--- config.mk ---
export PLATFORM = sky130hd
export DESIGN_NAME = mem_wb_writeback_stage
export DESIGN_NICKNAME = d
export VERILOG_FILES = /design/src/rtl/mem_wb_writeback_stage.sv
export SDC_FILE = /design/constraint.sdc
export NUM_CORES = 1
export LEC_CHECK = 0
export ABC_AREA = 1
export ABC_CLOCK_PERIOD_IN_PS = 12500
export CAP_MARGIN = 25
export CORE_MARGIN = 8
export CORE_UTILIZATION = 50
export CTS_CLUSTER_DIAMETER = 80
export DETAILED_ROUTE_END_ITERATION = 8
export PLACE_DENSITY = 0.82
export SKIP_LAST_GASP = 1
export SLEW_MARGIN = 10
export SYNTH_ARGS = -nofsm -noshare
export SYNTH_HDL_FRONTEND = slang
export SYNTH_SLANG_ARGS = --single-unit
export TNS_END_PERCENT = 1
--- constraint.sdc ---
create_clock -name clk -period 12.5 [get_ports clk]
set_input_delay 3.75 -clock clk [delete_from_list [all_inputs] [get_ports clk]]
set_output_delay 3.75 -clock clk [all_outputs]
set_load 0.03 [all_outputs]
--- src/rtl/mem_wb_writeback_stage.sv ---
// MEM/WB write-back stage: latches memory results, formats load data, drives the register-file write port.
// Optional bypass to execute enabled by defining MEM_WB_FORWARD_EN.
module mem_wb_writeback_stage #(
   parameter int XLEN   = 64,
   parameter int REG_AW = 5,
   parameter int CNT_W  = 64
) (
   input  logic              clk,
   input  logic              reset,
   input  logic              memory_done,
   input  logic [XLEN-1:0]   loaded_data_in,
   input  logic [XLEN-1:0]   alu_data,
   input  logic [XLEN-1:0]   pc_plus4,
   input  logic [REG_AW-1:0] rd,
   input  logic              reg_write,
   input  logic              mem_to_reg,
   input  logic              jump_link,
   input  logic [1:0]        load_size,
   input  logic              load_unsigned,
   input  logic              flush,
   output logic              mem_wb_pipeline_valid,
   output logic              rf_write_en,
   output logic [REG_AW-1:0] rf_write_addr,
   output logic [XLEN-1:0]   rf_write_data,
   output logic              misaligned_load,
   output logic [CNT_W-1:0]  retired_count,
   output logic              fwd_valid,
   output logic [REG_AW-1:0] fwd_rd,
   output logic [XLEN-1:0]   fwd_data
);

   // state | meaning
   // IDLE  | latch empty, waiting for memory_done
   // WRITE | single cycle: register-file write strobe, retire count
   // DRAIN | result held valid until memory_done drops
   typedef enum logic [1:0] {IDLE, WRITE, DRAIN} state_t;

   state_t            state_q, state_d;
   logic [XLEN-1:0]   load_data_q, alu_q, pc4_q;
   logic [REG_AW-1:0] rd_q;
   logic              reg_write_q, mem_to_reg_q, jump_link_q, unsigned_q;
   logic [1:0]        size_q;
   logic [CNT_W-1:0]  cnt_q, cnt_d;

   logic              capture;
   logic [XLEN-1:0]   shifted;
   logic [XLEN-1:0]   load_fmt;
   logic              addr_mis;
   logic              mis;
   logic [XLEN-1:0]   wb_data;

   assign capture = (state_q == IDLE) && memory_done && !flush;

   always_ff @(posedge clk or posedge reset) begin
      if (reset) begin
         state_q      <= IDLE;
         load_data_q  <= '0;
         alu_q        <= '0;
         pc4_q        <= '0;
         rd_q         <= '0;
         reg_write_q  <= 1'b0;
         mem_to_reg_q <= 1'b0;
         jump_link_q  <= 1'b0;
         unsigned_q   <= 1'b0;
         size_q       <= 2'b00;
         cnt_q        <= '0;
      end else begin
         state_q <= state_d;
         cnt_q   <= cnt_d;
         if (capture) begin
            load_data_q  <= loaded_data_in;
            alu_q        <= alu_data;
            pc4_q        <= pc_plus4;
            rd_q         <= rd;
            reg_write_q  <= reg_write;
            mem_to_reg_q <= mem_to_reg;
            jump_link_q  <= jump_link;
            unsigned_q   <= load_unsigned;
            size_q       <= load_size;
         end
      end
   end

   // Offset selects the lane; shifting it down to bit 0 makes extension uniform.
   assign shifted = load_data_q >> {alu_q[2:0], 3'b000};

   always_comb begin
      load_fmt = load_data_q;
      addr_mis = 1'b0;
      case (size_q)
         2'b00: load_fmt = {{56{!unsigned_q && shifted[7]}}, shifted[7:0]};
         2'b01: begin
            load_fmt = {{48{!unsigned_q && shifted[15]}}, shifted[15:0]};
            addr_mis = alu_q[0];
         end
         2'b10: begin
            load_fmt = {{32{!unsigned_q && shifted[31]}}, shifted[31:0]};
            addr_mis = |alu_q[1:0];
         end
         default: begin
            load_fmt = load_data_q;
            addr_mis = |alu_q[2:0];
         end
      endcase
   end

   // Alignment only matters for instructions that actually take load data.
   assign mis     = mem_to_reg_q && addr_mis;
   assign wb_data = jump_link_q ? pc4_q : (mem_to_reg_q ? load_fmt : alu_q);

   always_comb begin
      state_d               = state_q;
      cnt_d                 = cnt_q;
      mem_wb_pipeline_valid = 1'b0;
      rf_write_en           = 1'b0;
      misaligned_load       = 1'b0;
      case (state_q)
         IDLE: begin
            if (capture) state_d = WRITE;
         end
         WRITE: begin
            mem_wb_pipeline_valid = 1'b1;
            rf_write_en     = reg_write_q && (rd_q != '0) && !mis && !flush;
            misaligned_load = mis;
            if (!flush) cnt_d = cnt_q + CNT_W'(1);
            state_d = DRAIN;
         end
         DRAIN: begin
            mem_wb_pipeline_valid = 1'b1;
            if (!memory_done) state_d = IDLE;
         end
         default: state_d = IDLE;
      endcase
   end

   assign rf_write_addr = rd_q;
   assign rf_write_data = wb_data;
   assign retired_count = cnt_q;

`ifdef MEM_WB_FORWARD_EN
   assign fwd_valid = mem_wb_pipeline_valid && reg_write_q && (rd_q != '0) && !mis;
   assign fwd_rd    = rd_q;
   assign fwd_data  = wb_data;
`else
   assign fwd_valid = 1'b0;
   assign fwd_rd    = '0;
   assign fwd_data  = '0;
`endif

endmodule

==> reports/metrics.cfg <==
[run_status]
status=finished clean

[critical_path]
critPathRequiredTime_ns=8.75
path_common_cell=clkdlybuf4s50_1
critPathArrivalTime_ns=5.85
cp_max_fo=50
cp-start-kind=input port
path_class=input port to output pin
slowest_stage=clkdlybuf4s50_1
crit_chain=clkdlybuf4s50_1 -> nor2_2 -> buf_4 -> nand2_1 -> a211oi_1 -> clkdlybuf4s50_1
cp-end-kind=output pin
cpPeakStageDelay_ns=0.72

[cells_and_area]
syn2layout_area_growth_pct=27.54
seq_area_um2=6736
num-fill-cells=2817
layout-drive-gt1-share=0.03747
nNetsFinal=2830
multi_input_area_um2=7717

[yosys]
ys_types=36
synthTopCellsByCount=nand2_1 (969), dfrtp_1 (269), inv_1 (178)
synthArstFlopShare=1.000
synth_area_leaders=dfrtp_1 (42%), nand2_1 (23%), o21ai_0 (5.3%), a21oi_1 (4.7%), inv_1 (4.2%)
yosysTopAreaCellShare=0.4223
yosysWarnings=0
synth_area_per_cell_um2=6.803
ys.flop_type=dfrtp_1
syn_area_um2=15940
synth-edff-count=0
ys_seq_elements=269
synthMostInstantiatedCell=nand2_1
yosys.area.top_type=dfrtp_1
synthCells=2343
yosysSeqAreaShare=0.4223

[die]
start_util=0.5065
dieArea_um2=37850
die_h_um=194.6
core_um2=31470
placementRows=65
die_x_um=194.6
ios=413

[place]
dp_hpwl_um=41980
numPortBuffers=342
place_congestion=0.9250

[clock_network]
hold_buffers=0
cts.clk_slew.worst_paths_ns=0.06
cts_tree=yes
htreeDepth=1
cts_setup_buffers=0
root_buffer=clkbuf_16
cts_sinks=269
postCtsResizedCells=0
ctsLongestPathBuffers=3
clock_latency_ns=0.56
numCtsBuffers=30

[sta]
finalMaxSlewViolations=0
setup_viol=0
period_share=0.7682
fin_crit_ns=9.603
rsz0062_at_grt=false
fin_skew_ns=0.01013
fin_setup_tns_ns=0
finalHoldViolations=0
max_freq_mhz=104.1
tightestPinTransition_ns=1.109
maxSlewHeadroom=0.2607

[pwr]
power_density_nw_per_um2=259.7
finalPower_w=0.005281
p_leak_nw=9.737
vdd_drop_max_mv=0.1999

[grt]
grt_max_degree=244
grt_pass1_vias=16000
grt_pass1_wl_um=89040
grt_usage=0.2877
grt_overflow_total=0
antenna_found_initial=5

[routing]
ant_nets=0
via_per_inst=5.328
drc=0
drtIter0Drc=1511
wl_um=56550
avgRoutedWirePerCell_um=18.55
first_pass_iters=6
num_vias=16240

[min_path]
hold_path_class=register to register

[flow_run]
drv_cap=0

cells in the final DEF (no fill, tap or decap), types with 2 or more instances in the layout:
cell type	n
nor2_2	6
xor2_1	35
nand2_1	969
nand3_1	101
buf_4	11
o21ai_0	170
clkbuf_1	5
a21oi_1	150
dfrtp_1	267
inv_2	6
clkinvlp_4	3
inv_4	2
nor2_1	156
nor3_2	3
clkinv_1	3
inv_1	177
nor3_1	27
nand2_4	2
diode_2	4
xnor2_1	11
buf_12	2
o21ai_1	32
nand4_1	15
nand3b_1	3
nor2_4	2
bufinv_16	4
clkdlybuf4s50_1	342
nor4_1	2
and2_1	2
clkinv_2	7
clkbuf_16	31
clkbuf_8	7
conb_1	70
nand2_2	4
ha_1	5
metrics by stage:
stage	std cells	setup WS [ns]	utilization	hold WS (ns)	cell area (um2)
2_1_floorplan	2412	1.340	-	0.4366	16200
3_3_place_gp	2987	2.887	0.6110	0.4522	19230
3_5_place_dp	2987	2.898	0.6110	0.4586	19230
4_1_cts	3043	2.893	0.6448	0.4738	20290
5_1_grt	3048	2.755	0.6460	0.4888	20330
6_report	3048	2.897	0.6460	0.4727	20330
per-layer routing:
layer  global-route usage  vias up  share of wire
met5                    0        -        0.00021
li1                     -     7764              -
met2               0.4769      684           0.47
met3              0.05286      114          0.072
met4              0.09364        2          0.033
met1               0.3760     7676           0.42
cell families (layout without fill, tap and decap cells):
kind of cell | Yosys count | after routing | share of synthesized area
AO/OA/AOI/OAI | 354 | 354 | 0.1120
XOR/XNOR | 46 | 46 | 0.02527
adder cells (fa/ha/maj) | 5 | 5 | 0.003925
buffers and inverters | 372 | 602 | 0.1101
flip-flops | 269 | 269 | 0.4223
other | 1 | 74 | 0.0002353
AND/OR/NAND/NOR | 1296 | 1296 | 0.3261
path summary, 6_finish.rpt:
| path | startpoint | endpoint | slack (ns) | depth (start not counted) |
|---|---|---|---|---|
| max | flush | rf_write_en | 2.90 | 6 |
| min | alu_q[9]$_DFFE_PP0P_ | alu_q[9]$_DFFE_PP0P_ | 0.47 | 2 |
| max reg2reg | state_q[1]$_DFFE_PP0P_ | retired_count[55]$_DFFE_PP0P_ | 9.64 | 12 |
| min reg2reg | alu_q[9]$_DFFE_PP0P_ | alu_q[9]$_DFFE_PP0P_ | 0.47 | 2 |
| max in group asynchronous | reset | jump_link_q$_DFFE_PP0P_ | 7.36 | 3 |
| min in group asynchronous | reset | alu_q[53]$_DFFE_PP0P_ | 3.73 | 2 |
power by group:
| group | total (W) | internal, W | switching, W |
|---|---|---|---|
| clock | 0.000941 | 0.000575 | 0.000366 |
| combinational | 0.00285 | 0.000955 | 0.00189 |
| sequential | 0.00149 | 0.00121 | 0.000278 |
| total | 0.00528 | 0.00274 | 0.00254 |
state kept, by name, summed over array words and instances, names as in the netlist:
register and count:
jump_link_q 1, reg_write_q 1, pc4_q 64, rf_write_addr 5
size_q 2, alu_q 64, load_data_q 64, mem_to_reg_q 1
unsigned_q 1, state_q 2, retired_count 64
area by class of cell:
cell class	instances	area share
timing repair buffer	356	0.1758
sequential	269	0.3313
tap	402	0.02474
multi-input combinational	1771	0.3796
antenna	4	0.0004923
inverter	190	0.03576
clock inverter	13	0.008493
clock buffer	43	0.04382
critical path, delay by kind of cell:
kind | cells | cell delay, ns
buffers and inverters | 3 | 1.61
AOI/OAI and AO/OA | 1 | 0.26
and+or+nand+nor | 2 | 0.23
(Power assumes the default switching activity.)
